`config.mk`:
```
export PLATFORM = sky130hd
export DESIGN_NAME = digit_splitter_seq_flat
export DESIGN_NICKNAME = d
export VERILOG_FILES = /design/src/rtl/digit_splitter_seq_if.sv /design/src/rtl/digit_splitter_seq.sv /design/src/flat_wrapper.sv
export SDC_FILE = /design/constraint.sdc
export NUM_CORES = 1
export LEC_CHECK = 0
export CORE_MARGIN = 3
export CORE_UTILIZATION = 46
export CTS_CLUSTER_SIZE = 12
export DETAILED_ROUTE_END_ITERATION = 16
export DONT_BUFFER_PORTS = 1
export MAX_ROUTING_LAYER = met4
export PLACE_DENSITY = 0.74
export SETUP_SLACK_MARGIN = 0.05
export SYNTH_ARGS = -nofsm -noshare
export SYNTH_HDL_FRONTEND = slang
export SYNTH_SLANG_ARGS = --single-unit
```
`constraint.sdc`:
```
create_clock -name clk -period 1.8 [get_ports clk]
set_clock_uncertainty 0.2 [all_clocks]
set_input_delay 0.54 -clock clk [delete_from_list [all_inputs] [get_ports clk]]
set_output_delay 0.54 -clock clk [all_outputs]
set_load 0.02 [all_outputs]
```
`src/rtl/digit_splitter_seq_if.sv`:
```
// Start/busy/valid bundle for the binary-to-BCD digit splitter.
// master drives requests and blanking controls; slave returns status and digits.
interface digit_splitter_seq_if #(
   parameter int DATA_WIDTH = 14,
   parameter int NUM_DIGITS = 4
);
   logic                    i_start;
   logic [DATA_WIDTH-1:0]   i_data;
   logic [NUM_DIGITS-1:0]   i_blank_mask;
   logic                    i_on_off;
   logic                    o_busy;
   logic                    o_valid;
   logic                    o_overflow;
   logic [4*NUM_DIGITS-1:0] o_digits;

   modport master (
      output i_start,
      output i_data,
      output i_blank_mask,
      output i_on_off,
      input  o_busy,
      input  o_valid,
      input  o_overflow,
      input  o_digits
   );

   modport slave (
      input  i_start,
      input  i_data,
      input  i_blank_mask,
      input  i_on_off,
      output o_busy,
      output o_valid,
      output o_overflow,
      output o_digits
   );
endinterface

```
`src/rtl/digit_splitter_seq.sv`:
```
// Iterative double-dabble binary-to-BCD splitter, one bit per clock, with blanking.
// Define DIGIT_SPLITTER_SATURATE_EN to clamp overflowed results to all nines.
module digit_splitter_seq #(
   parameter int         DATA_WIDTH = 14,
   parameter int         NUM_DIGITS = 4,
   parameter logic [3:0] BLANK_CODE = 4'hE
) (
   input logic               clk,
   input logic               rst_n,
   digit_splitter_seq_if.slave bus
);
   localparam int ACC_W = 4 * NUM_DIGITS;
   localparam int CNT_W = (DATA_WIDTH > 1) ? $clog2(DATA_WIDTH) : 1;
   localparam logic [CNT_W-1:0] CNT_LAST = CNT_W'(DATA_WIDTH - 1);

   typedef enum logic [1:0] {IDLE, CONV, DONE} state_e;

   state_e                state_q, state_d;
   logic [ACC_W-1:0]      acc_q, acc_d;
   logic [DATA_WIDTH-1:0] shift_q, shift_d;
   logic [CNT_W-1:0]      cnt_q, cnt_d;
   logic                  stk_q, stk_d;
   logic [ACC_W-1:0]      res_q, res_d;
   logic                  ovf_q, ovf_d;
   logic                  valid_q, valid_d;
   logic                  busy_q, busy_d;

   logic [ACC_W-1:0]      adj;
   logic [ACC_W-1:0]      acc_nx;
   logic                  out_bit;
   logic                  accept;
   logic [ACC_W-1:0]      digits;

   // add-3 on every nibble >= 5, then shift one input bit in
   always_comb begin
      adj = acc_q;
      for (int k = 0; k < NUM_DIGITS; k++) begin
         if (adj[4*k +: 4] >= 4'd5)
            adj[4*k +: 4] = adj[4*k +: 4] + 4'd3;
      end
      out_bit = adj[ACC_W-1];
      acc_nx  = {adj[ACC_W-2:0], shift_q[DATA_WIDTH-1]};
   end

   always_comb begin
      state_d = state_q;
      acc_d   = acc_q;
      shift_d = shift_q;
      cnt_d   = cnt_q;
      stk_d   = stk_q;
      res_d   = res_q;
      ovf_d   = ovf_q;
      valid_d = 1'b0;
      busy_d  = 1'b0;
      accept  = 1'b0;
      unique case (state_q)
         IDLE: accept = bus.i_start;
         CONV: begin
            acc_d   = acc_nx;
            shift_d = shift_q << 1;
            stk_d   = stk_q | out_bit;
            cnt_d   = cnt_q + CNT_W'(1);
            busy_d  = 1'b1;
            if (cnt_q == CNT_LAST) begin
               state_d = DONE;
               busy_d  = 1'b0;
               valid_d = 1'b1;
               ovf_d   = stk_d;
`ifdef DIGIT_SPLITTER_SATURATE_EN
               res_d   = stk_d ? {NUM_DIGITS{4'h9}} : acc_nx;
`else
               res_d   = acc_nx;
`endif
            end
         end
         DONE: begin
            state_d = IDLE;
            accept  = bus.i_start;
         end
         default: state_d = IDLE;
      endcase
      if (accept) begin
         state_d = CONV;
         shift_d = bus.i_data;
         acc_d   = '0;
         cnt_d   = '0;
         stk_d   = 1'b0;
         busy_d  = 1'b1;
      end
   end

   always_ff @(posedge clk or negedge rst_n) begin
      if (!rst_n) begin
         state_q <= IDLE;
         acc_q   <= '0;
         shift_q <= '0;
         cnt_q   <= '0;
         stk_q   <= 1'b0;
         res_q   <= '0;
         ovf_q   <= 1'b0;
         valid_q <= 1'b0;
         busy_q  <= 1'b0;
      end else begin
         state_q <= state_d;
         acc_q   <= acc_d;
         shift_q <= shift_d;
         cnt_q   <= cnt_d;
         stk_q   <= stk_d;
         res_q   <= res_d;
         ovf_q   <= ovf_d;
         valid_q <= valid_d;
         busy_q  <= busy_d;
      end
   end

   always_comb begin
      digits = res_q;
      for (int k = 0; k < NUM_DIGITS; k++) begin
         if (bus.i_blank_mask[k] && !bus.i_on_off)
            digits[4*k +: 4] = BLANK_CODE;
      end
   end

   assign bus.o_busy     = busy_q;
   assign bus.o_valid    = valid_q;
   assign bus.o_overflow = ovf_q;
   assign bus.o_digits   = digits;
endmodule

```
`src/flat_wrapper.sv`:
```
// flat-port wrapper written by rule: the top's interface ports become plain ports
module digit_splitter_seq_flat 
#(
   parameter int         DATA_WIDTH = 14,
   parameter int         NUM_DIGITS = 4,
   parameter logic [3:0] BLANK_CODE = 4'hE
)
  (clk, rst_n, bus_i_start, bus_i_data, bus_i_blank_mask, bus_i_on_off, bus_o_busy, bus_o_valid, bus_o_overflow, bus_o_digits);
  digit_splitter_seq_if #(.DATA_WIDTH(DATA_WIDTH), .NUM_DIGITS(NUM_DIGITS)) bus_i ();
  input logic clk;
  input logic rst_n;
  input wire logic [$bits(bus_i.i_start)-1:0] bus_i_start;
  input wire logic [$bits(bus_i.i_data)-1:0] bus_i_data;
  input wire logic [$bits(bus_i.i_blank_mask)-1:0] bus_i_blank_mask;
  input wire logic [$bits(bus_i.i_on_off)-1:0] bus_i_on_off;
  output wire logic [$bits(bus_i.o_busy)-1:0] bus_o_busy;
  output wire logic [$bits(bus_i.o_valid)-1:0] bus_o_valid;
  output wire logic [$bits(bus_i.o_overflow)-1:0] bus_o_overflow;
  output wire logic [$bits(bus_i.o_digits)-1:0] bus_o_digits;
  assign bus_i.i_start = bus_i_start;
  assign bus_i.i_data = bus_i_data;
  assign bus_i.i_blank_mask = bus_i_blank_mask;
  assign bus_i.i_on_off = bus_i_on_off;
  assign bus_o_busy = bus_i.o_busy;
  assign bus_o_valid = bus_i.o_valid;
  assign bus_o_overflow = bus_i.o_overflow;
  assign bus_o_digits = bus_i.o_digits;
  digit_splitter_seq #(.DATA_WIDTH(DATA_WIDTH), .NUM_DIGITS(NUM_DIGITS), .BLANK_CODE(BLANK_CODE)) u_core (.clk(clk), .rst_n(rst_n), .bus(bus_i));
endmodule
```
==> reports/results.ini <==
[logic_synthesis]
ys_types=31
synth_top_family_by_area=simple AND/OR/NAND/NOR gates
ys_seq_area_frac=0.518
synth.cell_area_mm2=0.00271
synth_fa_ha_area_frac=0.0462
yosys_warnings=0
synthXorXnorAreaFrac=0.0194
yosys-mux-area-fraction=0.0425
syn_avg_cell_area_um2=10.1
yosys.area_share.simple=0.184
netlist_instances=269
synth-compound-area-share=0.145
syn-num-nets=301
synth_seq_cells=56

[die]
start_util=0.483
ios=41
die_area_mm2=0.00684
die_h_um=82.7
dieWidth_um=82.7
core_area_mm2=0.00561
num_rows=27

[worst_setup_path]
cp.depth=1
worstPathCellList=nand2b_1
crit_slowest_cell=dfrtp_1
critPathArrivalTime_ps=980
reg2reg_depth=6
cp.buffers_inverters=0
cp_max_fo=2
r2r-end=u_core.acc_q[9]$_DFFE_PN0P_
crit_type=register to output pin
cpPeakStageDelay_ps=420
cp-end-kind=output pin
critical_path_required_ps=1060
cp-startpoint=u_core.res_q[10]$_DFFE_PN0P_
reg2reg_from=u_core.acc_q[8]$_DFFE_PN0P_
start_kind=register
cp_top_family=flip-flops
r2r_slack_ps=100
crit_end=bus_o_digits[10]

[power]
p_sw_frac=0.402
peakVddDrop_mv=0.871
power.share.sequential=0.418
pwr-share-clk=0.119
power.leakage_nw=1.40
cellPowerDensity_mw_per_mm2=1810
power.share.combinational=0.463
power_w=0.00539
p_int_w=0.00323
power_switching_w=0.00217

[timing]
fmax_mhz=582
period_share=0.955
fin_crit_ps=1720
worst_pin_slew_ps=337
final.setup.tns_ps=0
max-slew-margin-rel=0.773
slew_viol_final=0
final-setup-viol-count=0
rsz0062_at_grt=true
hold_violations=56
hold_slack_ps=-287

[layout]
syn_to_final_growth_pct=10.2
fill_cells=533
fin_nets=310
drive_above_1_share=0.169
utilization=0.532
multiInputGateArea_mm2=0.00125
seq_area_mm2=0.00140

[outcome]
violations=negative hold slack
outcome=finished, violations left

[clock_network]
clk_pin_slew_ps=100
cts_max_level=2
root_buffer=clkbuf_8
clkSinkCount=56
cts_buffer_depth=2
worstSkewPairLatency_ps=310
cts_buffers=5
cts_tree=built

[min_path]
hold_path_class=primary input to async pin

[drt]
via_count=1925
drc=0
dr.pass1.iters=4
final_antenna_net_count=0
totalWireLength_um=5140
vias_per_cell=5.48
drt_first_iter_violations=132
avgRoutedWirePerCell_um=14.6

[global_route]
grt_overflow=0
grt_pass1_vias=1970
grt_antenna_before_repair=1
grt_pass1_wl_um=8600
grt_max_degree=57
grtUsageTotal=0.169

[flow_run]
timing.max_cap.violations=0

[placed_design]
portBuffers=0
place_hpwl_um=3530
gp_congestion=0.797

-- layer usage --
| metal | wire [um] | share of wire | global-route usage | up-vias |
|---|---|---|---|---|
| met5 | 0 | 0 | - | - |
| met4 | 51 | 0.0099 | 0.0490 | 0 |
| met3 | 251 | 0.049 | 0.0434 | 7 |
| met2 | 2480 | 0.48 | 0.286 | 47 |
| met1 | 2360 | 0.46 | 0.199 | 943 |
| li1 | - | - | - | 928 |
-- worst register-to-register path, stage by stage, from the launching register on --
cell      delay [ps]
dfrtp_1          440
ha_1             210
nand2b_1         170
a21oi_2          170
buf_4            140
xnor2_1          130
o21ai_0          100
-- through the flow --
stage,instance area [um^2],setup slack [ps],std cells,hold WS [ps]
global placement,2830,52.4,342,45.9
finish,2980,81.5,351,-287
floorplan,2710,92.8,269,44.4
CTS,2910,50.9,349,-296
global route,2980,13.0,351,-307
detailed placement,2830,42.5,342,45.7
-- cell usage in the layout (no fill, tap or decap), types with 2 or more instances in the layout --
cell type / count
nor3b_1: 8
a21oi_2: 3
a21o_1: 2
a22o_1: 7
o21ai_0: 16
inv_1: 6
clkbuf_8: 5
xnor2_1: 4
nor2_1: 3
mux2i_1: 2
nor3_1: 4
mux2_4: 5
nand2b_4: 2
nand2b_1: 19
nand2_1: 52
mux2i_2: 2
a21oi_4: 2
ha_1: 9
dfrtp_1: 55
a21oi_1: 7
inv_2: 5
nand3_1: 5
buf_4: 13
and2_4: 2
xor2_1: 2
o21ai_1: 10
and2_1: 2
a22oi_1: 13
-- registers in the layout, indices dropped and copies added (netlist names) --
register / count
u_core.state_q: 2
u_core.res_q: 16
u_core.bus.o_overflow: 1
u_core.cnt_q: 4
u_core.acc_q: 16
u_core.stk_q: 1
u_core.bus.o_valid: 1
u_core.bus.o_busy: 1
u_core.shift_q: 14
-- layout make-up --
class | count | area share
Clock inverter | 1 | 0.00168
Clock buffer | 6 | 0.0243
Antenna cell | 1 | 0.000839
Timing Repair Buffer | 14 | 0.0365
Tap cell | 72 | 0.0302
Multi-Input combinational cell | 189 | 0.418
Sequential cell | 56 | 0.470
Inverter | 12 | 0.0176
-- timing repair --
action,in CTS,in global routing
pin swaps,0,4
resized for setup,3,19
endpoints found under the hold margin,56,56
setup buffers,0,1
setup endpoints to repair,3,26
-- synth_stat cells --
master / count / area, um^2
inv_1: 11 / 41.3
nor3_1: 4 / 20.0
nor2_1: 3 / 11.3
nand4_1: 1 / 6.26
mux2_4: 5 / 75.1
a31oi_1: 1 / 6.26
o21ai_1: 10 / 50.1
a21oi_2: 4 / 35.0
or2_1: 1 / 6.26
nand2b_1: 21 / 131
nor2b_1: 2 / 12.5
a22oi_1: 13 / 97.6
a21o_1: 2 / 15.0
mux2i_1: 4 / 40.0
nand2_1: 52 / 195
o21ai_0: 16 / 80.1
inv_6: 1 / 8.76
clkbuf_1: 1 / 3.75
buf_6: 2 / 22.5
xor2_1: 2 / 17.5
a22o_1: 7 / 61.3
nor2_2: 1 / 6.26
and2_1: 4 / 25.0
nor3b_1: 8 / 60.1
buf_2: 9 / 45.0
xnor2_1: 4 / 35.0
nand3_1: 5 / 25.0
ha_1: 10 / 125
a21oi_1: 8 / 40.0
o22ai_1: 1 / 6.26
dfrtp_1: 56 / 1400
-- cell families after synthesis --
kind of cell    after synthesis
simple gates                102
buf+inv                      24
xor+xnor                      6
flops                        56
compound gates               62
fa+ha+maj                    10
mux                           9
-- power by group through the flow --
stage / clock network (W) / logic, W / registers, W
global route: 0.000709 / 0.00285 / 0.00232
floorplan: 0 / 0.00183 / 0.00214
CTS: 0.000664 / 0.00233 / 0.00222
finish: 0.000641 / 0.00250 / 0.00225
global placement: 0 / 0.00221 / 0.00222
detailed placement: 0 / 0.00231 / 0.00224
-- worst min path at each step --
stage | start | to | slack [ps] | cells past startpoint
after floorplan | rst_n | u_core.acc_q[0]$_DFFE_PN0P_ | 40 | 0
after global placement | rst_n | u_core.res_q[15]$_DFFE_PN0P_ | 50 | 0
after detailed placement | rst_n | u_core.res_q[15]$_DFFE_PN0P_ | 50 | 0
after CTS | rst_n | u_core.res_q[3]$_DFFE_PN0P_ | -300 | 0
after global routing | rst_n | u_core.res_q[3]$_DFFE_PN0P_ | -310 | 0
final | rst_n | u_core.acc_q[11]$_DFFE_PN0P_ | -290 | 0
Power figures use the tool's default switching activity.
